### config.mk
export PLATFORM = sky130hd
export DESIGN_NAME = spsram_req_ctrl
export DESIGN_NICKNAME = d
export VERILOG_FILES = /design/src/rtl/spsram_req_ctrl.sv
export SDC_FILE = /design/constraint.sdc
export NUM_CORES = 1
export LEC_CHECK = 0
export BUFFER_PORTS_ARGS = -buffer_cell sky130_fd_sc_hd__buf_2
export CAP_MARGIN = 20
export CORE_MARGIN = 10
export CORE_UTILIZATION = 56
export CTS_CLUSTER_DIAMETER = 30
export DETAILED_ROUTE_END_ITERATION = 8
export HOLD_SLACK_MARGIN = 0.1
export PLACE_DENSITY = 0.84
export REMOVE_ABC_BUFFERS = 1
export SLEW_MARGIN = 20
export SYNTH_ARGS = -nofsm -noshare
export SYNTH_HDL_FRONTEND = slang
export SYNTH_SLANG_ARGS = --single-unit
### constraint.sdc
create_clock -name clk -period 5.8 [get_ports clk]
set_clock_uncertainty 0.1 [all_clocks]
set_input_delay 0.29 -clock clk [delete_from_list [all_inputs] [get_ports clk]]
set_output_delay 0.29 -clock clk [all_outputs]
set_load 0.02 [all_outputs]
### src/rtl/spsram_req_ctrl.sv
// Request front end for a single-port SRAM: issues reads/writes, tracks reads across
// the fixed SRAM latency and returns read data through a credit-guarded FWFT FIFO.
module spsram_req_ctrl #(
  parameter int ADDR_W     = 9,
  parameter int DATA_W     = 32,
  parameter int RD_LATENCY = 2,
  parameter int RSP_DEPTH  = 4
) (
  input  logic              clk,
  input  logic              rst,
  input  logic              req_valid,
  output logic              req_ready,
  input  logic              req_we,
  input  logic [ADDR_W-1:0] req_addr,
  input  logic [DATA_W-1:0] req_wdata,
  output logic              rsp_valid,
  input  logic              rsp_ready,
  output logic [DATA_W-1:0] rsp_rdata,
  output logic              mem_en,
  output logic              mem_we,
  output logic [ADDR_W-1:0] mem_addr,
  output logic [DATA_W-1:0] mem_din,
  input  logic [DATA_W-1:0] mem_dout,
  output logic              busy
);

  localparam int CNT_W = $clog2(RSP_DEPTH + 1);
  localparam int PTR_W = $clog2(RSP_DEPTH);

  logic [RD_LATENCY-1:0] rd_vld_p;
  logic [CNT_W-1:0]      inflight;
  logic [CNT_W-1:0]      fifo_count;
  logic [CNT_W-1:0]      credits;
  logic [PTR_W-1:0]      wr_ptr;
  logic [PTR_W-1:0]      rd_ptr;
  logic [DATA_W-1:0]     fifo_mem [RSP_DEPTH];
  logic                  ready_en;
  logic                  accept;
  logic                  rd_accept;
  logic                  push;
  logic                  pop;

  function automatic logic [PTR_W-1:0] next_ptr(input logic [PTR_W-1:0] p);
    return (p == PTR_W'(RSP_DEPTH - 1)) ? '0 : p + 1'b1;
  endfunction

  // Every read accepted holds a FIFO slot from issue until it is popped.
  assign credits   = CNT_W'(RSP_DEPTH) - inflight - fifo_count;
  assign req_ready = ~rst & ready_en & (credits != '0);
  assign accept    = req_valid & req_ready;
  assign rd_accept = accept & ~req_we;

  assign mem_en   = accept;
  assign mem_we   = accept & req_we;
  assign mem_addr = req_addr;
  assign mem_din  = req_wdata;

  assign push      = rd_vld_p[RD_LATENCY-1];
  assign rsp_valid = ~rst & (fifo_count != '0);
  assign pop       = rsp_valid & rsp_ready;
  assign rsp_rdata = fifo_mem[rd_ptr];
  assign busy      = ~rst & ((inflight != '0) | (fifo_count != '0));

  // Stage boundary: read tag pipe aligned with SRAM latency, plus FIFO control.
  always_ff @(posedge clk) begin
    if (rst) begin
      rd_vld_p   <= '0;
      inflight   <= '0;
      fifo_count <= '0;
      wr_ptr     <= '0;
      rd_ptr     <= '0;
      ready_en   <= 1'b0;
    end else begin
      ready_en    <= 1'b1;
      rd_vld_p[0] <= rd_accept;
      for (int i = 1; i < RD_LATENCY; i++) begin
        rd_vld_p[i] <= rd_vld_p[i-1];
      end
      inflight   <= inflight + CNT_W'(rd_accept) - CNT_W'(push);
      fifo_count <= fifo_count + CNT_W'(push) - CNT_W'(pop);
      if (push) wr_ptr <= next_ptr(wr_ptr);
      if (pop)  rd_ptr <= next_ptr(rd_ptr);
      assert (!push || fifo_count != CNT_W'(RSP_DEPTH));
    end
  end

  // Stage boundary: read data captured as its tag leaves the pipe.
  always_ff @(posedge clk) begin
    if (push) fifo_mem[wr_ptr] <= mem_dout;
  end

endmodule
==> results of run 1 <==
-- logic make-up after synthesis --
group,share of synthesized area
AOI/OAI and AO/OA,0.00762
and+or+nand+nor,0.0244
muxes,0.131
adders and majority gates,0.0331
buffers and inverters,0.0721
xor gates and xnor gates,0.0107
DFF,0.721
-- worst min path at each step --
stage / endpoint / start
finish: rd_ptr[1]$_SDFFE_PP0N_ / rsp_ready
global route: rd_ptr[1]$_SDFFE_PP0N_ / rsp_ready
CTS: rd_ptr[1]$_SDFFE_PP0N_ / rsp_ready
detailed placement: rd_vld_p[1]$_SDFF_PP0_ / rd_vld_p[0]$_SDFF_PP0_
global placement: rd_vld_p[1]$_SDFF_PP0_ / rd_vld_p[0]$_SDFF_PP0_
floorplan: ready_en$_DFF_P_ / rst
-- power by group through the flow --
stage          logic, uW  clock network [uW]  registers, uW
3_3_place_gp         466                   0           1180
6_report             490                1070           1160
3_5_place_dp         478                   0           1180
4_1_cts              500                1090           1160
5_1_grt              538                1120           1160
2_1_floorplan        297                   0           1220
-- through the flow --
stage	power, uW	instance area (sq um)
after floorplan	1520	5380
after global placement	1650	5930
after CTS	2750	6880
after global routing	2820	6880
final	2720	6880
after detailed placement	1660	5930
-- metal layers --
layer | share of wire | GRT usage | vias up | wire length [um]
li1 | - | - | 1248 | -
met1 | 0.43 | 0.212 | 1406 | 5030
met2 | 0.44 | 0.232 | 137 | 5180
met3 | 0.11 | 0.0991 | 12 | 1340
met4 | 0.0089 | 0.0611 | 4 | 104
met5 | 0.0071 | 0.0417 | - | 83
-- tightest hold or removal path: stages --
cell,delay (ns)
buf_2,0.09
nor3b_2,0.17
mux2_2,0.23
-- final cells by class --
class / instances / area share
clock buffers: 19 / 0.0613
flip-flops and latches: 143 / 0.603
well taps: 133 / 0.0242
repair buffers: 110 / 0.106
clock inverters: 13 / 0.0247
inverters: 13 / 0.00709
multi-input cells: 88 / 0.174
diodes: 1 / 0.000364
-- layout by cell type (no fill, tap or decap), types with 2 or more instances in the layout --
cell type and n:
xnor2_1 5, ha_1 12, dfxtp_1 14, buf_4 2, xor2_1 2, buf_2 73, fa_1 2, a21oi_1 4
clkinv_1 4, edfxtp_1 128, mux2_2 2, and2_2 4, nor2_1 7, clkinv_4 2, nor3_1 2, mux4_2 32
clkbuf_1 2, bufinv_16 4, nor2b_1 8, inv_1 13, clkinv_2 2, clkbuf_16 16, dlygate4sd3_1 35
-- state kept, by name, summed over array words and instances, names as in the netlist, named ones only --
name / cells
fifo_mem: 128
fifo_count: 3
inflight: 3
rd_ptr: 2
rd_vld_p: 2
wr_ptr: 2
ready_en: 1
-- timing repair --
item / 4_1_cts / 5_1_grt
hold buffers: 35 / 0
resized for setup: 0 / 0
endpoints found under the hold margin: 139 / 0
==> results.ini, run 1 <==
[power_and_ir_drop]
switchingPower_uw=660
p_sw_frac=0.243
seqPwrFrac=0.427
ir_worst_vdd_mv=0.173
leakagePower_uw=0.00242
powerDensity_nw_per_um2=395
p_int_uw=2060
share_comb_of_total_power=0.180
pwr-share-clk=0.393

[setup_path]
r2r-end=inflight[2]$_SDFF_PP0_
path_common_cell=ha_1
cp-end-kind=flop
crit_type=reg2reg
r2r_cells=13
critical_path.max_stage_delay_ns=0.41
critPathArrivalTime_ns=3.33
critPathMaxFanout=5
ff2ff_setup_slack_ns=2.77
crit_chain=ha_1 > inv_1 > ha_1 > xor2_1 > xnor2_1 > a211o_1 > ha_1 > inv_1 > ha_1 > fa_1 > xnor2_1 > xnor2_1 > nor2_1
crit_start=fifo_count[1]$_SDFF_PP0_
reg2reg_from=fifo_count[1]$_SDFF_PP0_
slowest_stage=dfxtp_1
cp-start-kind=flop
crit_required_ns=6.10
path_buf_inv=2
endpoint=inflight[2]$_SDFF_PP0_
cp.depth=13
critPathTopFamily=adder cells

[synth]
synth-seq-cells=143
yosysWarnings=0
yosysTopAreaCellShare=0.669
synth_area_leader_cell=edfxtp_1
synth_edf_count=128
yosysMostFrequentCell=edfxtp_1
syn_inst=293
synth_ff_type=edfxtp_1
synthTopCellsByCount=128 x edfxtp_1, 41 x buf_4, 32 x mux4_2
syn_avg_cell_area_sq_um=19.6
synthTopCellsByArea=edfxtp_1 67%, mux4_2 13%, buf_4 5.4%
syn_area_sq_um=5750
async_reset_ff_frac=0
yosysUniqueCellTypes=26
seq_area_frac_synth=0.721

[drt]
wl_um=11700
firstDrtPassIters=4
viasPerCell=5.40
wl_per_cell_um=22.6
vias=2807
drt_iter0_markers=156
drcViolationCount=0
ant_nets=0

[place]
routabilityCongestion=0.782
port-buffer-count=73
dp_hpwl_um=7330
place_inst=452
detailedPlace.worstSlack_ns=2.78

[cells_and_area]
finalCoreUtilization=0.697
multi_input_area_sq_um=1190
fin_cells=520
ff_latch_area_sq_um=4150
area_delta_synth_final_pct=19.7
nFillCells=598
nets=465
drive_gt1_frac=0.365

[die]
coreArea_sq_um=9860
pin_count=156
row_count=36
die_x_um=121
start_util=0.583
dieHeight_um=121
dieArea_sq_um=14700

[global_route]
grtUsageTotal=0.169
grt_pass1_wl_um=18300
antenna_found_initial=1
grt_start_max_net_pins=33
first_global_vias=3142
overflow=0

[clock_network]
htreeDepth=4
clock_sinks=143
root_buffer=clkbuf_8
clock_insertion_delay_worst_skew_ns=0.51
clockBufferDepth=2
cts_made_buffers=17
path_clk_slew_ns=0.06
cts_tree=built
post-cts-setup-buffer-count=0

[timing]
fin_crit_sh=0.523
setup_slack_ns=2.77
worstMarginPinSlew_ns=0.883
finalSetupViolCount=0
fin_crit_ns=3.03
slew_headroom=0.412
rsz0062_at_grt=no
drv_slew=0
final_hold_viol_count=0
fmax_mhz=329
setup-tns-final_ns=0
holdWs_ns=0.201

[min_path]
hp-class=in2reg
whs_path_depth=3

[run_status]
status=completed

[job]
maxCapViolations=0

(Power assumes the default switching activity.)
==> run 2: changes to the inputs <==
--- a/config.mk
+++ b/config.mk
@@ -8,11 +8,11 @@
 export BUFFER_PORTS_ARGS = -buffer_cell sky130_fd_sc_hd__buf_2
 export CAP_MARGIN = 20
 export CORE_MARGIN = 10
-export CORE_UTILIZATION = 56
+export CORE_UTILIZATION = 52
 export CTS_CLUSTER_DIAMETER = 30
 export DETAILED_ROUTE_END_ITERATION = 8
 export HOLD_SLACK_MARGIN = 0.1
-export PLACE_DENSITY = 0.84
+export PLACE_DENSITY = 0.79
 export REMOVE_ABC_BUFFERS = 1
 export SLEW_MARGIN = 20
 export SYNTH_ARGS = -nofsm -noshare
==> constraint.sdc (replaced) <==
create_clock -name clk -period 3.05 [get_ports clk]
set_clock_uncertainty 0.1 [all_clocks]
set_input_delay 0.1525 -clock clk [delete_from_list [all_inputs] [get_ports clk]]
set_output_delay 0.1525 -clock clk [all_outputs]
set_load 0.02 [all_outputs]
==> run 2 against run 1 <==
  * Combinational power up 87%
  * Global-route usage is 1.5 points lower
  * Routed wire length is 1.1% higher
  * Count of clock-buffer cells in the layout down 2
  * Final cell count rose by 1.2%
  * Power up 96%
  * Non-clock buffer count is the same
  * Largest cell class unchanged
  * Highest routed layer unchanged
==> results.ini, run 2 (same netlist as run 1, synthesis figures left out) <==
[global_route]
overflow=0
antenna_found_initial=0
first_global_vias=3110
grtUsageTotal=0.154
grt_start_max_net_pins=33
grt_pass1_wl_um=18500

[clock_network]
root_buffer=clkbuf_8
clockBufferDepth=2
path_clk_slew_ns=0.06
clock_insertion_delay_worst_skew_ns=0.50
htreeDepth=4
post-cts-setup-buffer-count=0
cts_made_buffers=17
cts_tree=built
clock_sinks=143

[setup_path]
r2r-end=inflight[2]$_SDFF_PP0_
crit_start=fifo_count[1]$_SDFF_PP0_
reg2reg_from=fifo_count[1]$_SDFF_PP0_
critPathMaxFanout=5
critical_path.max_stage_delay_ns=0.36
path_buf_inv=2
crit_chain=ha_1 > inv_1 > ha_1 > xor2_2 > xnor2_2 > a211o_1 > ha_1 > inv_1 > ha_1 > fa_2 > xnor2_2 > xnor2_1 > nor2_1
slowest_stage=fa_2
ff2ff_setup_slack_ns=0.14
path_common_cell=ha_1
critPathTopFamily=adder cells
cp-end-kind=flop
r2r_cells=13
crit_type=reg2reg
cp-start-kind=flop
critPathArrivalTime_ns=3.20
crit_required_ns=3.34

[timing]
worstMarginPinSlew_ns=0.898
fmax_mhz=344
finalSetupViolCount=0
setup_slack_ns=0.142
slew_headroom=0.401
setup-tns-final_ns=0
fin_crit_sh=0.954
drv_slew=0
fin_crit_ns=2.91
final_hold_viol_count=0

[power_and_ir_drop]
p_int_uw=3970
powerDensity_nw_per_um2=765
switchingPower_uw=1350
p_sw_frac=0.254
power_uw=5330
seqPwrFrac=0.424
ir_worst_vdd_mv=0.505
share_comb_of_total_power=0.172
pwr-share-clk=0.404
leakagePower_uw=0.00246

[die]
start_util=0.530
dieArea_sq_um=15700
dieHeight_um=125
coreArea_sq_um=10800
die_x_um=125
pin_count=156
row_count=38

[run_status]
status=completed

[cells_and_area]
largestRegisters=fifo_mem: 128 flops, fifo_count: 3 flops, inflight: 3 flops
area_delta_synth_final_pct=21.1
nFillCells=748
finalCoreUtilization=0.642
largest_reg_flops=128
layout_common_cells=128 x edfxtp_1, 73 x buf_2, 36 x dlygate4sd3_1
largest-register=fifo_mem
antenna-diode-count=0
nets=465
final_common_cell=edfxtp_1
drive_gt1_frac=0.394
ff_latch_area_sq_um=4150
multi_input_area_sq_um=1220

[place]
dp_hpwl_um=7460
detailedPlace.worstSlack_ns=0.0595
routabilityCongestion=0.763
port-buffer-count=73

[drt]
firstDrtPassIters=4
wl_um=11900
viasPerCell=5.34
drcViolationCount=0
wl_per_cell_um=22.6
vias=2807
ant_nets=0
drt_iter0_markers=233

[min_path]
hp-class=in2out
hp-start=req_wdata[30]
whs_path_depth=0
hold-path-endpoint=mem_din[30]

[job]
maxCapViolations=0

## run 2: how the worst max path moves through the flow
stage / to / depth (start not counted) / slack, ns
2_1_floorplan: inflight[2]$_SDFF_PP0_ / 13 / 0.21
3_3_place_gp: inflight[2]$_SDFF_PP0_ / 13 / 0.13
3_5_place_dp: inflight[2]$_SDFF_PP0_ / 13 / 0.06
4_1_cts: inflight[2]$_SDFF_PP0_ / 13 / 0.04
5_1_grt: inflight[2]$_SDFF_PP0_ / 13 / -0.004
6_report: inflight[2]$_SDFF_PP0_ / 13 / 0.14
## run 2: power groups by stage
stage,clock [uW],sequential (uW),combinational [uW]
2_1_floorplan,0,2320,565
3_3_place_gp,0,2300,851
3_5_place_dp,0,2300,872
4_1_cts,2180,2260,915
5_1_grt,2270,2270,1000
6_report,2150,2260,917
## run 2: timing repair
action	4_1_cts	5_1_grt
hold buffers	36	0
gates resized for setup	0	5
setup endpoints to repair	0	1
endpoints found under the hold margin	143	0
## run 2: final cells by class
cell class / instances / area share
clock buffers: 17 / 0.0595
flip-flops and latches: 143 / 0.596
multi-input cells: 88 / 0.175
well taps: 140 / 0.0252
clock inverters: 15 / 0.0302
inverters: 13 / 0.00701
repair buffers: 110 / 0.107
## run 2: metal layers
metal  global-route usage  wire [um]
met5               0.0341         79
met4               0.0400         69
met3               0.0921       1340
met2                0.215       5410
met1                0.195       4970
## run 2: metrics by stage
stage / hold WS [ns] / instance area [sq um] / std cells
after floorplan: 0.109 / 5380 / 244
after global placement: 0.205 / 5950 / 458
after detailed placement: 0.205 / 5950 / 458
after CTS: 0.205 / 6930 / 526
after global routing: 0.205 / 6960 / 526
final: 0.205 / 6960 / 526
==> run 3: changes to the inputs <==
--- a/config.mk
+++ b/config.mk
@@ -12,6 +12,7 @@
 export CTS_CLUSTER_DIAMETER = 30
 export DETAILED_ROUTE_END_ITERATION = 8
 export HOLD_SLACK_MARGIN = 0.1
+export MAX_ROUTING_LAYER = met4
 export PLACE_DENSITY = 0.79
 export REMOVE_ABC_BUFFERS = 1
 export SLEW_MARGIN = 20
==> constraint.sdc (replaced) <==
create_clock -name clk -period 3.3 [get_ports clk]
set_clock_uncertainty 0.1 [all_clocks]
set_input_delay 0.165 -clock clk [delete_from_list [all_inputs] [get_ports clk]]
set_output_delay 0.165 -clock clk [all_outputs]
set_load 0.02 [all_outputs]
==> run 3 against run 2 <==
  * Global-route usage is 0.056 points higher
  * Die area stayed put
  * Final area down 0.92%
  * Via count is 1.5% lower
  * Routed wire length decreased by 3.3%
  * Register-to-register slack improved by 0.17 ns
  * Hold slack gained 0.025 ns
  * Critical path depth unchanged
==> results.ini, run 3 (same netlist as run 1, synthesis figures left out) <==
[run_status]
status=completed

[power_and_ir_drop]
ir_worst_vdd_mv=0.493
leakagePower_uw=0.00242
powerDensity_nw_per_um2=695
power_uw=4790

[drt]
ant_nets=0
firstDrtPassIters=4
wl_per_cell_um=21.8
vias=2765
viasPerCell=5.26
drcViolationCount=0
drt_iter0_markers=137
wl_um=11500

[cells_and_area]
antenna-diode-count=0
largest-register=fifo_mem
area_delta_synth_final_pct=20.0
drive_gt1_frac=0.373
layout_common_cells=128 x edfxtp_1, 73 x buf_2, 36 x dlygate4sd3_1
largest_reg_flops=128
nets=466
final_common_cell=edfxtp_1
largestRegisters=fifo_mem: 128 flops, fifo_count: 3 flops, inflight: 3 flops

[timing]
fmax_mhz=335
setup-tns-final_ns=0
worstMarginPinSlew_ns=0.877
final_hold_viol_count=0
fin_crit_sh=0.904
finalSetupViolCount=0
drv_slew=0
slew_headroom=0.415
rsz0062_at_grt=no
fin_crit_ns=2.98

[die]
coreArea_sq_um=10800
pin_count=156
die_x_um=125
start_util=0.530
dieHeight_um=125
row_count=38
dieArea_sq_um=15700

[clock_network]
htreeDepth=4
path_clk_slew_ns=0.06
cts_made_buffers=17
post-cts-setup-buffer-count=0
clock_sinks=143
cts_resized=0
clock_insertion_delay_worst_skew_ns=0.52
cts_hold_buf=36
clockBufferDepth=2
cts_tree=built
root_buffer=clkbuf_8

[place]
routabilityCongestion=0.766
port-buffer-count=73
dp_hpwl_um=7520

[min_path]
hp-class=in2out

[global_route]
grtUsageTotal=0.154
antenna_found_initial=0
first_global_vias=3004
grt_pass1_wl_um=17800
overflow=0
grt_start_max_net_pins=33

[setup_path]
crit_chain=ha_1 > inv_1 > ha_1 > xor2_1 > xnor2_1 > a211o_1 > ha_1 > inv_1 > ha_1 > fa_1 > xnor2_1 > xnor2_1 > nor2_1
cp-start-kind=flop
crit_type=reg2reg
critical_path.max_stage_delay_ns=0.39
critPathMaxFanout=5
cp-end-kind=flop
critPathTopFamily=adder cells
crit_required_ns=3.61
critPathArrivalTime_ns=3.29
path_buf_inv=2
slowest_stage=dfxtp_1
path_common_cell=ha_1

[job]
maxCapViolations=0

## run 3: power breakdown
part           switching, uW  total [uW]  internal (uW)  leakage, uW
clock                    673        1890           1220     0.000281
combinational            429         826            396     0.000866
sequential              60.4        2080           2020      0.00127
## run 3: area by class of cell
cell class / instances / area, sq um
inverter: 13 / 48.8
tap: 140 / 175
clock inverter: 11 / 166
timing repair buffer: 111 / 741
clock buffer: 20 / 425
fill: 756 / 3940
multi-input combinational: 88 / 1190
sequential: 143 / 4150
## run 3: metrics by stage
| step | hold WS (ns) | util | cells | cell area (sq um) | setup WS (ns) |
|---|---|---|---|---|---|
| floorplan | 0.122 | - | 244 | 5380 | 0.463 |
| CTS | 0.230 | 0.636 | 526 | 6900 | 0.300 |
| finish | 0.230 | 0.636 | 526 | 6900 | 0.316 |
| global route | 0.230 | 0.636 | 526 | 6900 | 0.115 |
| detailed placement | 0.230 | 0.548 | 459 | 5940 | 0.317 |
| global placement | 0.230 | 0.548 | 459 | 5940 | 0.375 |
## run 3: path summary, 6_finish.rpt
path | cells past startpoint | start | end | slack (ns)
worst max-delay path | 13 | inflight[1]$_SDFF_PP0_ | inflight[2]$_SDFF_PP0_ | 0.32
worst min-delay path | 0 | req_wdata[30] | mem_din[30] | 0.23
worst max register to register | 13 | inflight[1]$_SDFF_PP0_ | inflight[2]$_SDFF_PP0_ | 0.32
worst min register to register | 1 | rd_vld_p[0]$_SDFF_PP0_ | rd_vld_p[1]$_SDFF_PP0_ | 0.34
## run 3: layer usage
| metal | vias up | wire (um) | track usage |
|---|---|---|---|
| li1 | 1249 | - | - |
| met1 | 1387 | 4950 | 0.186 |
| met2 | 117 | 5160 | 0.212 |
| met3 | 12 | 1280 | 0.0917 |
| met4 | 0 | 104 | 0.0488 |
| met5 | - | 0 | - |
